$ cat config.mk
export PLATFORM = sky130hd
export DESIGN_NAME = universal_shift_register
export DESIGN_NICKNAME = d
export VERILOG_FILES = /design/src/rtl/universal_shift_register.sv
export SDC_FILE = /design/constraint.sdc
export NUM_CORES = 1
export LEC_CHECK = 0
export CORE_ASPECT_RATIO = 1.75
export CORE_UTILIZATION = 41
export CTS_CLUSTER_SIZE = 24
export DETAILED_ROUTE_END_ITERATION = 6
export HOLD_SLACK_MARGIN = 0.05
export MAX_ROUTING_LAYER = met4
export PLACE_DENSITY = 0.71
export RECOVER_POWER = 50
export SYNTH_ARGS = -nofsm -noshare
export SYNTH_HDL_FRONTEND = slang
export SYNTH_SLANG_ARGS = --single-unit
$ cat constraint.sdc
create_clock -name clk -period 1.9 [get_ports clk]
set_clock_uncertainty 0.2 [all_clocks]
set_input_delay 0.38 -clock clk [delete_from_list [all_inputs] [get_ports clk]]
set_output_delay 0.38 -clock clk [all_outputs]
set_load 0.005 [all_outputs]
$ cat src/rtl/universal_shift_register.sv
// Universal shift register: parallel load, five single-step shift/rotate
// modes, serial-out taps at both ends, and an autonomous burst controller
// that runs a programmed number of steps with a busy/done handshake.
module universal_shift_register #(
  parameter int N  = 32,
  parameter int CW = 6
) (
  input  logic          clk,
  input  logic          resetn,
  input  logic [N-1:0]  r,
  input  logic          l,
  input  logic          e,
  input  logic [2:0]    mode,
  input  logic          wr,
  input  logic          wl,
  input  logic          start,
  input  logic [CW-1:0] count,
  output logic [N-1:0]  q,
  output logic          sout_r,
  output logic          sout_l,
  output logic          busy,
  output logic          done
);

  typedef enum logic [1:0] {
    S_IDLE  = 2'd0,
    S_SHIFT = 2'd1,
    S_DONE  = 2'd2
  } state_t;

  localparam logic [CW-1:0] CNT_ONE  = {{(CW-1){1'b0}}, 1'b1};
  localparam logic [CW-1:0] CNT_ZERO = '0;

  state_t        state_q, state_d;
  logic [N-1:0]  q_q, q_d;
  logic          sout_r_q, sout_r_d;
  logic          sout_l_q, sout_l_d;
  logic [2:0]    burst_mode_q, burst_mode_d;
  logic [CW-1:0] remaining_q, remaining_d;
  logic          busy_q, busy_d;
  logic          done_q, done_d;

  // One step of the selected mode. Returns {new_q, new_sout_r, new_sout_l};
  // the tap on the side that did not shift keeps its old value, and the
  // reserved modes hold everything.
  function automatic logic [N+1:0] step(
    input logic [2:0]   m,
    input logic [N-1:0] cur,
    input logic         tap_r,
    input logic         tap_l,
    input logic         in_r,
    input logic         in_l
  );
    logic [N-1:0] nq;
    logic         nr;
    logic         nl;
    nq = cur;
    nr = tap_r;
    nl = tap_l;
    case (m)
      3'b000: begin nq = {in_r,     cur[N-1:1]}; nr = cur[0];   end
      3'b001: begin nq = {cur[N-2:0], in_l};     nl = cur[N-1]; end
      3'b010: begin nq = {cur[0],   cur[N-1:1]}; nr = cur[0];   end
      3'b011: begin nq = {cur[N-2:0], cur[N-1]}; nl = cur[N-1]; end
      3'b100: begin nq = {cur[N-1], cur[N-1:1]}; nr = cur[0];   end
      default: ;
    endcase
    return {nq, nr, nl};
  endfunction

  // State and datapath registers.
  // NOTE: sequential state uses non-blocking assignments so every register
  // samples the pre-edge values of the others.
  always_ff @(posedge clk or negedge resetn) begin
    if (!resetn) begin
      state_q      <= S_IDLE;
      q_q          <= '0;
      sout_r_q     <= 1'b0;
      sout_l_q     <= 1'b0;
      burst_mode_q <= 3'b000;
      remaining_q  <= '0;
      busy_q       <= 1'b0;
      done_q       <= 1'b0;
    end else begin
      state_q      <= state_d;
      q_q          <= q_d;
      sout_r_q     <= sout_r_d;
      sout_l_q     <= sout_l_d;
      burst_mode_q <= burst_mode_d;
      remaining_q  <= remaining_d;
      busy_q       <= busy_d;
      done_q       <= done_d;
    end
  end

  // Next state and datapath: load beats a burst step, which beats start,
  // which beats a single-step enable.
  always_comb begin
    // NOTE: every target gets a hold default first so no path infers a latch.
    state_d      = state_q;
    q_d          = q_q;
    sout_r_d     = sout_r_q;
    sout_l_d     = sout_l_q;
    burst_mode_d = burst_mode_q;
    remaining_d  = remaining_q;
    case (state_q)
      S_IDLE: begin
        if (l) begin
          q_d = r;
        end else if (start && (count != CNT_ZERO)) begin
          burst_mode_d = mode;
          remaining_d  = count;
          state_d      = S_SHIFT;
        end else if (start) begin
          state_d = S_DONE;
        end else if (e) begin
          {q_d, sout_r_d, sout_l_d} = step(mode, q_q, sout_r_q, sout_l_q, wr, wl);
        end
      end
      S_SHIFT: begin
        if (l) begin
          // Abort: load wins, burst is dropped without a done pulse.
          q_d         = r;
          remaining_d = '0;
          state_d     = S_IDLE;
        end else begin
          {q_d, sout_r_d, sout_l_d} = step(burst_mode_q, q_q, sout_r_q, sout_l_q, wr, wl);
          remaining_d = remaining_q - CNT_ONE;
          if (remaining_q == CNT_ONE) state_d = S_DONE;
        end
      end
      S_DONE: begin
        if (l) q_d = r;
        state_d = S_IDLE;
      end
      default: state_d = S_IDLE;
    endcase
  end

  // Handshake outputs decoded from the next state so they are registered
  // and line up with the state they describe.
  always_comb begin
    busy_d = (state_d == S_SHIFT);
    done_d = (state_d == S_DONE);
  end

  assign q      = q_q;
  assign sout_r = sout_r_q;
  assign sout_l = sout_l_q;
  assign busy   = busy_q;
  assign done   = done_q;

endmodule

==> results.sh <==
export IMPL_drt_initial_drc_count=195
export IMPL_synthSimpleGateAreaFrac=0.103
export IMPL_ys_types=44
export IMPL_power_density_mw_per_mm2=1640
export IMPL_worst_pin_slew_ns=0.687
export IMPL_fin_crit_sh=1.07
export IMPL_ir_drop_v=0.000913
export IMPL_syn_area_sq_mm=0.00353
export IMPL_cp_buffers_inverters=2
export IMPL_regToRegSetupSlack_ns=-0.14
export IMPL_critical_path_depth=7
export IMPL_cts_max_level=2
export IMPL_layout_nets=578
export IMPL_n_fill_cell=634
export IMPL_slew_headroom=0.542
export IMPL_initial_core_util=0.424
export IMPL_crit_chain="inv_2, buf_12, ha_4, and3b_2, a22o_1, a222oi_1, a21oi_2"
export IMPL_diodes=0
export IMPL_worst_setup_path_end_kind="register"
export IMPL_crit_end="q[14]"
export IMPL_placed_area_sq_mm=0.00489
export IMPL_yosys_area_top_type="dfrtp_1"
export IMPL_dp_hpwl_um=8220
export IMPL_maxCapViolCount=0
export IMPL_synth_cells=382
export IMPL_antenna_found_initial=0
export IMPL_portBuffers=83
export IMPL_hp_class="register to register"
export IMPL_hold_depth=1
export IMPL_globalRoute_totalOverflow=0
export IMPL_slew_viol_final=0
export IMPL_dr_total_vias=3730
export IMPL_ant_nets=0
export IMPL_top_layer="met4"
export IMPL_r2r_start="state_q[1]"
export IMPL_pre_cts_ws_ns=-0.446
export IMPL_timing_rr_end="q[14]"
export IMPL_hold_start="sout_l"
export IMPL_post_synth_xor_area_fraction=0
export IMPL_cts_made_buffers=5
export IMPL_cts_root_buf="clkbuf_16"
export IMPL_syn_avg_cell_area_sq_um=9.23
export IMPL_critical_path_max_stage_delay_ns=0.39
export IMPL_cp_slowest_cell="dfrtp_1"
export IMPL_drc_errors=0
export IMPL_die_x_um=72.1
export IMPL_drive_gt1_frac=0.427
export IMPL_status="finished, violations left"
export IMPL_synth_top_area_share=0.334
export IMPL_cp_top_family="compound AO/OA/AOI/OAI gates"
export IMPL_area_delta_synth_final_pct=58.5
export IMPL_routed_wl_um=12500
export IMPL_path_clk_slew_ns=0.06
export IMPL_yosys_register_bits=47
export IMPL_dieHeight_um=125
export IMPL_die_area_sq_mm=0.00899
export IMPL_wl_per_cell_um=19.6
export IMPL_clk_latency_ns=0.29
export IMPL_clk_path_buf_depth=2
export IMPL_wirelength_met1_um=4630
export IMPL_synth_mux_area_fraction=0.198
export IMPL_via_per_inst=5.83
export IMPL_ios=84
export IMPL_cts_tree="built"
export IMPL_synth_top_family_by_area="compound AO/OA/AOI/OAI gates"
export IMPL_synth_nets=436
export IMPL_grt_max_degree=48
export IMPL_gp_congestion=0.893
export IMPL_hold_ws_ns=0.320
export IMPL_rsz0062_at_grt="true"
export IMPL_hold_viol_final=0
export IMPL_cts_sinks=47
export IMPL_yosysSeqAreaShare=0.334
export IMPL_min_period_ns=2.04
export IMPL_ys_warnings_count=0
export IMPL_fin_area_sq_mm=0.00559
export IMPL_finalSetupViolations=36
export IMPL_cp_max_fo=6
export IMPL_grt_pass1_vias=3672
export IMPL_grt_pass1_wl_um=18500
export IMPL_met3WireLength_um=475
export IMPL_critPathArrivalTime_ns=2.01
export IMPL_grt_use_total=0.271
export IMPL_fin_util=0.672
export IMPL_r2r_cells=7
export IMPL_fin_ws_ns=-0.140
export IMPL_p_leak_nw=2.25
export IMPL_dr_pass1_iters=4
export IMPL_cp_start_kind="register"
export IMPL_dr_wl_met2_um=7010
export IMPL_violations="setup timing"
export IMPL_fmax_mhz=490
export IMPL_startpoint="state_q[1]"
export IMPL_synth_compound_area_frac=0.278
export IMPL_setup_tns_final_ns=-1.50
export IMPL_rows=44
export IMPL_required_ns=1.87
export IMPL_core_area_sq_mm=0.00831
export IMPL_crit_type="register to register"
export IMPL_synth_fa_ha_area_frac=0.0213
export IMPL_synth_area_top_cells="dfrtp_1, mux2_2, a22oi_1"
[per-stage QoR]
step	instances	total power, W
2_1_floorplan	382	0.00503
3_3_place_gp	609	0.00707
3_5_place_dp	609	0.00724
4_1_cts	633	0.00858
5_1_grt	640	0.00967
6_report	640	0.00917
[worst min path at each step]
stage / to
5_1_grt: remaining_q[5]
3_5_place_dp: busy
3_3_place_gp: done
6_report: sout_l
4_1_cts: remaining_q[5]
2_1_floorplan: burst_mode_q[0]
[cell type report]
| type | instances | area (sq um) | share of cell area |
|---|---|---|---|
| Tap cell | 115 | 144 | 0.0257 |
| Sequential cell | 47 | 1190 | 0.213 |
| Clock inverter | 1 | 5.00 | 0.000895 |
| Multi-Input combinational cell | 289 | 2370 | 0.424 |
| Timing Repair Buffer | 169 | 1700 | 0.304 |
| Clock buffer | 7 | 133 | 0.0237 |
| Inverter | 12 | 45.0 | 0.00806 |
[synthesized netlist by cell type]
cell	number
nor3_1	5
inv_1	12
clkbuf_1	8
o22ai_1	3
nand4_1	1
and3b_1	1
mux2_2	62
a211oi_1	4
nor4b_1	1
nand2_1	34
buf_6	3
or2_2	1
and3_1	2
o2bb2ai_1	3
o22a_1	1
o21ai_0	4
ha_1	6
a31oi_1	29
buf_2	18
a31o_2	1
o21bai_1	2
nor2_1	10
and2_0	1
nor4_1	2
o221ai_1	4
a32oi_1	2
a311oi_1	1
a22oi_1	31
a221o_1	1
nor3b_1	1
a221oi_4	1
a21oi_1	45
a22o_1	3
o211ai_1	1
nand3b_1	2
a21boi_0	2
a222oi_1	1
o21a_1	3
nor2b_1	7
o31ai_1	3
a41o_1	1
dfrtp_1	47
nand2b_1	7
buf_4	5
[cells by family after synthesis]
family,after synthesis
simple gates,75
flops,47
buf+inv,46
fa+ha+maj,6
mux,62
compound gates,146
[routing by layer]
layer / GRT usage / up-vias
li1: - / 1738
met1: 0.292 / 1822
met2: 0.484 / 140
met3: 0.0332 / 30
met4: 0.116 / 0
met5: - / -
[cell usage in the layout, fill, tap and decap left out, types with 5 or more instances in the layout]
master,Yosys,layout
a22oi_1,31,30
nor2_1,10,7
dlygate4sd2_1,0,5
clkdlybuf4s50_1,0,77
dfrtp_2,0,13
a21oi_2,0,30
inv_1,12,9
nand2_1,34,34
dfrtp_1,47,34
buf_6,3,14
clkbuf_16,0,8
a31oi_1,29,29
nand2b_1,7,6
a21oi_1,45,14
buf_4,5,56
mux2_2,62,60
buf_12,0,7
[flip-flops by register name, summed over array words and instances, names as in the netlist]
| name | flops |
|---|---|
| q | 32 |
| remaining_q | 6 |
| burst_mode_q | 3 |
| state_q | 2 |
| busy | 1 |
| done | 1 |
| sout_l | 1 |
| sout_r | 1 |
[power by group]
| part | leakage, nW | switching (W) | internal, W |
|---|---|---|---|
| logic | 1.63 | 0.00253 | 0.00342 |
| registers | 0.553 | 0.000811 | 0.00154 |
| clock network | 0.0679 | 0.000382 | 0.000487 |
[what timing repair did]
| item | in CTS | in global routing |
|---|---|---|
| hold buffers | 1 | 0 |
| gates cloned | 4 | 3 |
| pin swaps | 15 | 7 |
| setup buffers | 11 | 4 |
| endpoints found under the hold margin | 47 | 0 |
| endpoints found under the setup margin | 45 | 53 |
| resized for setup | 43 | 45 |
Note: power is estimated with default switching activity, not from simulation.
